### config.mk
export PLATFORM = sky130hd
export DESIGN_NAME = bfly_combine
export DESIGN_NICKNAME = d
export VERILOG_FILES = /design/src/rtl/fft_pkg.sv /design/src/rtl/cplx_delay.sv /design/src/rtl/bfly_combine.sv
export SDC_FILE = /design/constraint.sdc
export NUM_CORES = 1
export LEC_CHECK = 0
export ABC_AREA = 1
export ABC_CLOCK_PERIOD_IN_PS = 4150
export CORE_AREA = 2 2 147 149
export DETAILED_ROUTE_END_ITERATION = 8
export DIE_AREA = 0 0 149 151
export GPL_ROUTABILITY_DRIVEN = 0
export PLACE_DENSITY = 0.79
export SYNTH_ARGS = -nofsm -noshare
export SYNTH_HDL_FRONTEND = slang
export SYNTH_SLANG_ARGS = --single-unit
### constraint.sdc
create_clock -name clk -period 4.15 [get_ports clk]
set_input_delay 0.415 -clock clk [delete_from_list [all_inputs] [get_ports clk]]
set_output_delay 0.415 -clock clk [all_outputs]
set_load 0.02 [all_outputs]
### src/rtl/fft_pkg.sv
// Shared FFT datapath constants: component width, complex-word width and
// the complex multiplier latency that the butterfly X path is matched to.
package fft_pkg;
  localparam int WORD_SIZE = 16;
  localparam int CPLX_W    = 2 * WORD_SIZE;
  localparam int CMULT_LAT = 3;
endpackage

### src/rtl/cplx_delay.sv
// Fixed-depth shift register carrying a data word and its valid bit,
// cleared asynchronously so no stale word survives a reset.
module cplx_delay #(
  parameter int width = 32,
  parameter int depth = 3
) (
  input  logic             clk,
  input  logic             reset,
  input  logic             valid,
  input  logic [width-1:0] data,
  output logic             dly_valid,
  output logic [width-1:0] dly_data
);

  logic [width-1:0] pipe [depth];
  logic [depth-1:0] vpipe;

  always_ff @(posedge clk or negedge reset) begin
    if (!reset) begin
      vpipe <= '0;
      for (int i = 0; i < depth; i++)
        pipe[i] <= '0;
    end else begin
      vpipe[0] <= valid;
      pipe[0]  <= data;
      for (int i = 1; i < depth; i++) begin
        vpipe[i] <= vpipe[i-1];
        pipe[i]  <= pipe[i-1];
      end
    end
  end

  assign dly_valid = vpipe[depth-1];
  assign dly_data  = pipe[depth-1];

endmodule

### src/rtl/bfly_combine.sv
// Radix-2 butterfly combine: Y0 = X+P, Y1 = X-P with X delayed to meet P.
// BFLY_SCALE_EN selects round-half-up /2 scaling instead of saturation.
module bfly_combine
  import fft_pkg::*;
#(
  parameter int word_size = WORD_SIZE,
  parameter int LAT       = CMULT_LAT
) (
  input  logic                   clk,
  input  logic                   reset,
  input  logic                   i_valid,
  input  logic [2*word_size-1:0] X,
  input  logic                   p_valid,
  input  logic [2*word_size-1:0] P,
  input  logic                   ovf_clr,
  output logic                   o_valid,
  output logic [2*word_size-1:0] Y0,
  output logic [2*word_size-1:0] Y1,
  output logic                   o_ovf,
  output logic                   o_err
);

  localparam int W  = word_size;
  localparam int CW = 2 * word_size;

  logic          xv;
  logic [CW-1:0] xd;

  cplx_delay #(
    .width (CW),
    .depth (LAT)
  ) u_xdly (
    .clk       (clk),
    .reset     (reset),
    .valid     (i_valid),
    .data      (X),
    .dly_valid (xv),
    .dly_data  (xd)
  );

  // Result packs {overflow, component}.
  function automatic logic [W:0] reduce(
    input logic [W-1:0] a,
    input logic [W-1:0] b,
    input logic         sub
  );
    logic [W:0] s;
`ifdef BFLY_SCALE_EN
    logic [W:0] r;
`endif
    s = sub ? ({a[W-1], a} - {b[W-1], b})
            : ({a[W-1], a} + {b[W-1], b});
`ifdef BFLY_SCALE_EN
    r = s + {{W{1'b0}}, 1'b1};
    return {1'b0, r[W:1]};
`else
    if (s[W] != s[W-1])
      return {1'b1, s[W], {(W-1){~s[W]}}};
    else
      return {1'b0, s[W-1:0]};
`endif
  endfunction

  logic       combine;
  logic       misalign;
  logic       sat;
  logic [W:0] s0r, s0i, s1r, s1i;

  always_comb begin
    combine  = p_valid & xv;
    misalign = p_valid ^ xv;
    s0r = reduce(xd[CW-1:W], P[CW-1:W], 1'b0);
    s0i = reduce(xd[W-1:0],  P[W-1:0],  1'b0);
    s1r = reduce(xd[CW-1:W], P[CW-1:W], 1'b1);
    s1i = reduce(xd[W-1:0],  P[W-1:0],  1'b1);
    sat = combine & (s0r[W] | s0i[W] | s1r[W] | s1i[W]);
  end

  // Flags are sticky; a new event in the clear cycle keeps them set.
  always_ff @(posedge clk or negedge reset) begin
    if (!reset) begin
      o_valid <= 1'b0;
      Y0      <= '0;
      Y1      <= '0;
      o_ovf   <= 1'b0;
      o_err   <= 1'b0;
    end else begin
      o_valid <= combine;
      if (combine) begin
        Y0 <= {s0r[W-1:0], s0i[W-1:0]};
        Y1 <= {s1r[W-1:0], s1i[W-1:0]};
      end
      o_ovf <= sat | (o_ovf & ~ovf_clr);
      o_err <= misalign | (o_err & ~ovf_clr);
    end
  end

endmodule

Word level (Yosys, flattened, before mapping)
Index checks and enable logic that the tools add are counted.
{ "classes": {"add_sub_neg": 4, "eq_ne": 4, "n_mux": 4, "bitwise_logic": 15} }
{ "op_table": {"columns": ["op", "count"], "rows": [
  ["$mux 17", 4],
  ["$add 16x16->17", 2],
  ["$sub 16x16->17", 2],
  ["$not 1->1", 5],
  ["$or 1x1->1", 5],
  ["$and 1x1->1", 4],
  ["$ne 1x1->1", 4],
  ["$xor 1x1->1", 1]
]} }
{ "word_totals": {"reg_bits": 166, "in_bits": 69, "out_inout_bits": 67, "elab_cells": 36} }

Depth between registers and ports, before layout
Gate-level depths: netlist of the first run.
{ "depth": {"ltp_word": 8, "depth_mapped": 20, "ltp_nobuf": 18} }

By module
A second synthesis of the first run with hierarchy kept.
{ "hier_totals": {"hier_cells": 1302, "area_unflattened_um2": 9979.6} }
{ "by_module_without_submodules": {"columns": ["module", "n_inst", "cells_each", "area_per_inst_um2", "seq_area_each_um2"], "rows": [
  ["bfly_combine", 1, 1171, 7262.0, 1676.6],
  ["cplx_delay", 1, 131, 2717.6, 2477.4]
]} }

Least setup slack after synthesis of the first run
No wires, ideal clock.
{ "synth_path": {"path_type": "input -> register", "start": "in P[8]", "end": "reg Y1[6]", "setup_time_ns": 0.073, "t_arrival_ns": 2.788, "required_time_ns": 4.077, "path_slack_ns": 1.289, "path_stages": 17, "path_buffers": 2, "path_cell_list": "inv_1 -> ha_1 -> buf_2 -> a21oi_1 -> nor2_1 -> nor2_1 -> nand3_1 -> a21oi_1 -> xor2_1 -> inv_1 -> ha_1 -> inv_1 -> clkbuf_1 -> o21ai_0 -> a21oi_1 -> nor2_1 -> a21oi_2"} }
{ "synth_between": {"elab_chain_cells": 3, "word_cells_on_any_way": 4, "classes_between": "add/sub: 1; eq/ne: 1; mux: 1; bitwise: 1"} }
{ "synth_lines": {"columns": ["item", "line", "rtl"], "rows": [
  ["start, declared", "bfly_combine.sv:14", "input logic [2*word_size-1:0] P,"],
  ["$sub 16x16->17 *", "bfly_combine.sv:51", "s = sub ? ({a[W-1], a} - {b[W-1], b})"],
  ["$ne 1x1->1 / $not 1->1 (equally long branches)", "bfly_combine.sv:57, bfly_combine.sv:58", null],
  ["$mux 17 *", "bfly_combine.sv:57", "if (s[W] != s[W-1])"],
  ["end signal, assigned", "bfly_combine.sv:91", "Y1 <= {s1r[W-1:0], s1i[W-1:0]};"],
  ["end, declared", "bfly_combine.sv:18", "output logic [2*word_size-1:0] Y1,"]
]} }
Mark *: on every way between the ends. The rest lies on a longest branch, timed or not.
A chain may end at the register's enable or synchronous reset.

Worst setup path in the final report of the first run
{ "layout_path": {"start": "in P[2]", "end": "reg Y0[4]"} }
{ "layout_between": {"elab_chain_cells": 3, "word_cells_on_any_way": 4, "classes_between": "add/sub: 1; eq/ne: 1; mux: 1; bitwise: 1"} }
{ "layout_lines": {"columns": ["item", "line", "rtl"], "rows": [
  ["$add 16x16->17 *", null, null],
  ["$ne 1x1->1 / $not 1->1 (equally long branches)", "bfly_combine.sv:57, bfly_combine.sv:58", null],
  ["$mux 17 *", "bfly_combine.sv:57", null],
  ["end signal, assigned", "bfly_combine.sv:90", "Y0 <= {s0r[W-1:0], s0i[W-1:0]};"],
  ["end, declared", "bfly_combine.sv:17", "output logic [2*word_size-1:0] Y0,"]
]} }
Marked as above.

==> metrics.txt, run 1 <==
combinational power share 35.9%; Syn-to-layout area delta 21.7%; endpoint class of the critical path register; CP Max Fanout 12; Total Neg Setup Slack 0 ns; Synth Register Bits 166; post-route ant nets 0; IO buf count 135; Reg power frac 34.9%; skew final 0.00992 ns; layout cell share with drive strength beyond 1 8.57%; CTS sink count 166; FP Rows 53; Net Sw Frac 37.2%; final count of negative-setup-slack endpoints 0; CP arrival 4.12 ns; n_diodes 0; post-synth cell types 31; storage element area 4150 um2; Slew Limit Fails 0; Worst Max-Slew Pin Slew 0.975 ns; CORE AREA 20800 um2; worst r2r src u_xdly.dly_data[2]; routed via count 8519; Fin. Hold Viols 0; post-CTS sizing 0; Syn Inst Count 1270; required time worst endpoint 4.51 ns; area of the multi-input gates 4600 um2; Yosys warning count 0; first-pass GRT wire length 39.7 mm; setup bufs post-CTS 0; H-tree levels 4; final period utilization 90.5%; Via density 5.09; cts hold-fix bufs 0; CTS max path bufs 2; IO Pins 136; Slew headroom 35.0%; status finished, final reports clean; kind of critical path primary input to register; total clock buffers created by CTS 17; die width 149 um; most frequent cells in the layout nand2_1 (407), inv_1 (178), dfrtp_1 (166); die area 22500 um2; min Tclk post-route 3.76 ns; Seq/Total Area, Yosys 42.6%; CP startpoint P[2]; Clock transition at path regs 0.07 ns; syn_nets 1416; syn avg cell area 7.67 um2; DP HPWL 18.3 mm; DRT Wirelength 24.5 mm; Clock power frac 29.2%; initial DRC count 882; Int Pwr 3660 uW; CTS root buffer clkbuf_16; Hold Path Class primary input to async pin; switching power total 2160 uW; number of global-route vias before repair 7972; initial antenna violation count 0; Global Route Usage Sum 22.4%; static leakage 0.00630 uW; Residual DRC 0; Peak VDD IR 0.306 mV; FILL cells 1850; TritonCTS clock tree built; overall power 5820 uW; Starting Density 46.8%; WL per Instance 14.6 um; Mapped Area 9750 um2; Pwr per Cell Area 491 nW/um2; Worst-Skew Late Latency 0.44 ns; Die H 151 um; pin count of the biggest net entering global routing 107; first-pass detailed-route iteration total 8; grt ovf 0; most common cell after layout, fill and taps aside nand2_1; Total Nets Final 1533; fmax 0.266 GHz; crit path launch type primary input; unrepaired setup endpoints after global routing false; max_cap viols 0
[metal layers]
layer / share of wire [%] / routed length [um] / global-route usage (%)
met5: 0 / 0 / 0
met2: 40 / 9910 / 32.0
met1: 47 / 11500 / 32.8
met3: 10 / 2460 / 6.72
met4: 2.4 / 599 / 6.67
[critical path, cell delays in order]
cell             delay, ns
clkdlybuf4s50_1       0.49
inv_1                 0.05
ha_1                  0.44
inv_2                 0.08
nand2_1               0.09
nand3_1               0.24
nand2_1               0.16
nand3_1               0.11
a21oi_1               0.25
xor2_1                0.22
inv_1                 0.06
ha_1                  0.45
inv_1                 0.43
o21ai_0               0.17
a21oi_1               0.21
nor2_1                0.08
a21oi_2               0.15
[flip-flops by register name (all words and copies together), names as in the netlist]
name and count:
u_xdly.pipe 64, Y0 32, Y1 32, u_xdly.dly_data 32, u_xdly.vpipe 3, o_err 1
o_ovf 1, o_valid 1
[through the flow]
step	setup slack, ns	utilization (%)	hold slack [ns]	instances	instance area (um2)
2_1_floorplan	1.29	-	0.119	1270	9750
3_3_place_gp	0.228	53.9	0.331	1643	11200
3_5_place_dp	0.163	53.9	0.335	1643	11200
4_1_cts	0.583	57.0	0.161	1675	11900
5_1_grt	0.243	57.0	0.180	1675	11900
6_report	0.395	57.0	0.0677	1675	11900
[layout make-up]
type / count / area share (%)
multi-input combinational: 865 / 38.8
clock inverter: 15 / 1.73
timing repair buffer: 141 / 11.8
inverter: 196 / 6.20
clock buffer: 17 / 3.59
tap: 275 / 2.90
sequential: 166 / 35.0
[path summary, 6_finish.rpt]
check / slack (ns) / cells past startpoint / end
max: 0.39 / 17 / Y0[4]
min: 0.07 / 1 / u_xdly.pipe[70]
max reg2reg: 0.53 / 15 / Y0[4]
min reg2reg: 0.34 / 0 / u_xdly.dly_data[24]
max in group asynchronous: 3.03 / 2 / Y0[3]
min in group clk: 0.34 / 0 / u_xdly.dly_data[24]
[synth_stat cells]
cell type  count  share of area [%]
clkbuf_1      15               0.58
nand3_4        3               0.54
inv_2         18               0.69
fa_1           4               0.82
inv_1        178                6.9
nor2_1       101                3.9
nand3_2        3               0.31
buf_4         12               0.92
nor3_1         8               0.41
o21bai_1       9               0.69
nand4_1       13               0.83
a21oi_1       49                2.5
nor3_2         2               0.21
buf_6          4               0.46
nand2_1      407                 16
dfrtp_1      166                 43
a21oi_4        1               0.17
clkbuf_2       2               0.10
buf_8          1               0.15
nand2_4        1               0.12
xor2_1         8               0.72
nor4_1         1              0.064
a21oi_2       26                2.3
nand3_1       98                5.0
ha_1          73                9.4
and2_1         5               0.32
nand2_2       26                1.7
o31ai_1        2               0.15
o22ai_1        1              0.064
buf_2          9               0.46
o21ai_0       24                1.2
[power groups by stage]
| stage | Sequential, uW | Combinational, uW | Clock (uW) |
|---|---|---|---|
| 4_1_cts | 2030 | 2070 | 1720 |
| 2_1_floorplan | 2280 | 1000 | 0 |
| 3_5_place_dp | 2060 | 2060 | 0 |
| 5_1_grt | 2060 | 2280 | 1790 |
| 6_report | 2030 | 2090 | 1700 |
| 3_3_place_gp | 2050 | 2040 | 0 |
[logic make-up after synthesis]
kind of cell,synth area share (%)
AND/OR/NAND/NOR,29.1
adder cells (fa/ha/maj),10.2
flip-flops,42.6
AO/OA/AOI/OAI,7.16
buffers and inverters,10.2
XOR/XNOR,0.719
Note: power is estimated with default switching activity, not from simulation.
==> run 2: changes to the inputs <==
--- a/config.mk
+++ b/config.mk
@@ -6,12 +6,12 @@
 export NUM_CORES = 1
 export LEC_CHECK = 0
 export ABC_AREA = 1
-export ABC_CLOCK_PERIOD_IN_PS = 4150
 export CORE_AREA = 2 2 147 149
 export DETAILED_ROUTE_END_ITERATION = 8
 export DIE_AREA = 0 0 149 151
 export GPL_ROUTABILITY_DRIVEN = 0
 export PLACE_DENSITY = 0.79
+export SLEW_MARGIN = 20
 export SYNTH_ARGS = -nofsm -noshare
 export SYNTH_HDL_FRONTEND = slang
 export SYNTH_SLANG_ARGS = --single-unit
==> results of run 2 <==
The final DEF is identical to that of run 1; final timing and power are the same.
==> run 3: changes to the inputs <==
--- a/config.mk
+++ b/config.mk
@@ -10,7 +10,7 @@
 export DETAILED_ROUTE_END_ITERATION = 8
 export DIE_AREA = 0 0 149 151
 export GPL_ROUTABILITY_DRIVEN = 0
-export PLACE_DENSITY = 0.79
+export PLACE_DENSITY_LB_ADDON = 0.1
 export SLEW_MARGIN = 20
 export SYNTH_ARGS = -nofsm -noshare
 export SYNTH_HDL_FRONTEND = slang
==> run 3 against run 2 <==
Against the previous run: first-iteration DRC count down 20%; hold slack improved by 0.032 ns; clock power barely moved; combinational power about the same; non-clock buffer count grew 2; worst setup slack better by 0.20 ns; clock skew grew 0.00094 ns; critical endpoint is now Y0[21]; largest power group unchanged.
==> metrics.txt, run 3 (synthesized netlist as in run 1, its figures left out) <==
status finished, final reports clean; CTS root buffer clkbuf_16; static leakage 0.00632 uW (+0.30%); WP depth 18 (+1); Slew Limit Fails 0 (unchanged); first-pass GRT wire length 40.5 mm (+2.0%); worst r2r src u_xdly.dly_data[26]; Pwr per Cell Area 489 nW/um2 (-0.31%); worst setup path end Y0[21]; path depth of the worst reg2reg path 13 (-2); Global Route Usage Sum 23.0% (+0.58 points); DP HPWL 18.7 mm (+2.3%); kind of critical path primary input to register; largest register by flop count u_xdly.pipe; CP Max Fanout 14 (+2); crit path launch type primary input; CTS sink count 166 (unchanged); cts hold-fix bufs 0 (unchanged); unrepaired setup endpoints after global routing false; layout cell share with drive strength beyond 1 8.70% (+0.13 points); required time worst endpoint 4.50 ns (about the same); Worst-Skew Late Latency 0.43 ns (about the same); die area 22500 um2 (unchanged); CP Cell Sequence clkdlybuf4s50_1 -> inv_1 -> ha_1 -> inv_1 -> nand2_1 -> nand2_1 -> and2_1 -> nand2_1 -> nand3_1 -> a21oi_1 -> xor2_1 -> inv_1 -> ha_1 -> inv_1 -> o21ai_0 -> a21oi_1 -> nor2_1 -> a21oi_2; Slew headroom 39.5% (+4.5 points); delay-heaviest family, CP buffers and inverters; setup slack, reg-to-reg 0.76 ns (+0.23 ns); final count of negative-setup-slack endpoints 0 (unchanged); first-pass detailed-route iteration total 6 (-2); Starting Density 46.8% (unchanged); Syn-to-layout area delta 21.9%; Peak VDD IR 0.270 mV (-12%); post-route ant nets 0 (unchanged); min Tclk post-route 3.55 ns (-0.203 ns); Largest register FFs 64 (unchanged); area post-placement 11300 um2 (+0.24%); pin count of the biggest net entering global routing 102 (-4.7%); fmax 0.282 GHz (+5.7%); TritonCTS clock tree built; endpoint class of the critical path register; WL per Instance 14.6 um (about the same); Residual DRC 0 (unchanged); CP startpoint P[17]; Via density 4.89 (-3.9%); H-tree levels 4 (unchanged); Place WS 0.206 ns (+0.0438 ns); total clock buffers created by CTS 17 (unchanged); Clock transition at path regs 0.07 ns (about the same); Finished Core Util 57.1% (+0.12 points); n_diodes 0 (unchanged); die width 149 um (unchanged); slowest stage delay, CP 0.61 ns (+0.12 ns); overall power 5820 uW (about the same); final period utilization 85.6% (-4.9 points); setup bufs post-CTS 0 (unchanged); Hold Path Class primary input to async pin; number of global-route vias before repair 7787 (-2.3%); CORE AREA 20800 um2 (unchanged); DRT Wirelength 24.5 mm (+0.12%); CP most frequent cell inv_1; Fin. Hold Viols 0 (unchanged); CTS max path bufs 2 (unchanged); CP arrival 3.90 ns (-0.22 ns); FP Rows 53 (unchanged); Total Neg Setup Slack 0 ns (unchanged); grt ovf 0 (unchanged); initial antenna violation count 0 (unchanged); Total Nets Final 1535 (+0.13%); Buffers & Inverters on Critical Path 5 (unchanged); max_cap viols 0 (unchanged); Worst Max-Slew Pin Slew 0.907 ns (-0.0679 ns); IO Pins 136 (unchanged); CP max stage cell clkdlybuf4s50_1; IO buf count 135 (unchanged); FF-to-FF End Y0[21]; Design Area, Final 11900 um2 (+0.21%); most common cell after layout, fill and taps aside nand2_1; Die H 151 um (unchanged); most frequent cells in the layout nand2_1 (407), inv_1 (178), dfrtp_1 (166); skew final 0.0109 ns (+0.000944 ns); final worst setup slack 0.598 ns (+0.203 ns); post-CTS sizing 0 (unchanged); initial DRC count 709 (-20%); routed via count 8196 (-3.8%)
==> run 3: cell types whose count changed in the layout (fill, tap and decap cells not counted) <==
cell	delta
buf_12	+1
inv_8	+1
clkbuf_8	+1
clkinv_8	-1
inv_6	-3
buf_4	+1
clkinv_4	+2
clkinvlp_4	-1
clkinv_2	+1
==> run 3: area by class of cell <==
class | count | area (um2)
Clock inverter | 14 | 189
Multi-Input combinational cell | 865 | 4600
Timing Repair Buffer | 143 | 1430
Sequential cell | 166 | 4150
Tap cell | 275 | 344
Fill cell | 2020 | 8940
Inverter | 196 | 736
Clock buffer | 18 | 439
==> run 3: power by group <==
| part | switching, uW | leakage, uW | internal (uW) |
|---|---|---|---|
| clock network | 717 | 0.000308 | 985 |
| logic | 1270 | 0.00406 | 819 |
| registers | 156 | 0.00195 | 1870 |
| total | 2140 | 0.00632 | 3680 |
==> run 3: how the worst min path moves through the flow <==
stage / start / end / slack [ns] / cells after the start
finish: reset / u_xdly.pipe[79] / 0.1 / 1
global route: reset / u_xdly.pipe[47] / 0.19 / 1
CTS: reset / u_xdly.pipe[79] / 0.13 / 1
detailed placement: u_xdly.pipe[36] / u_xdly.dly_data[4] / 0.33 / 0
global placement: u_xdly.pipe[87] / u_xdly.pipe[55] / 0.33 / 0
floorplan: reset / Y0[0] / 0.12 / 0
==> run 3: per-stage QoR <==
step / std cells / hold WS (ns)
finish: 1677 / 0.0997
global route: 1677 / 0.195
CTS: 1677 / 0.131
detailed placement: 1645 / 0.335
global placement: 1645 / 0.331
floorplan: 1270 / 0.119
==> run 3: routing by layer <==
metal	vias to the layer above	GRT usage, %	routed length, um
li1	4152	-	-
met1	3680	37.7	12700
met2	332	30.8	9490
met3	32	3.55	1950
met4	0	6.48	367
met5	-	0	0
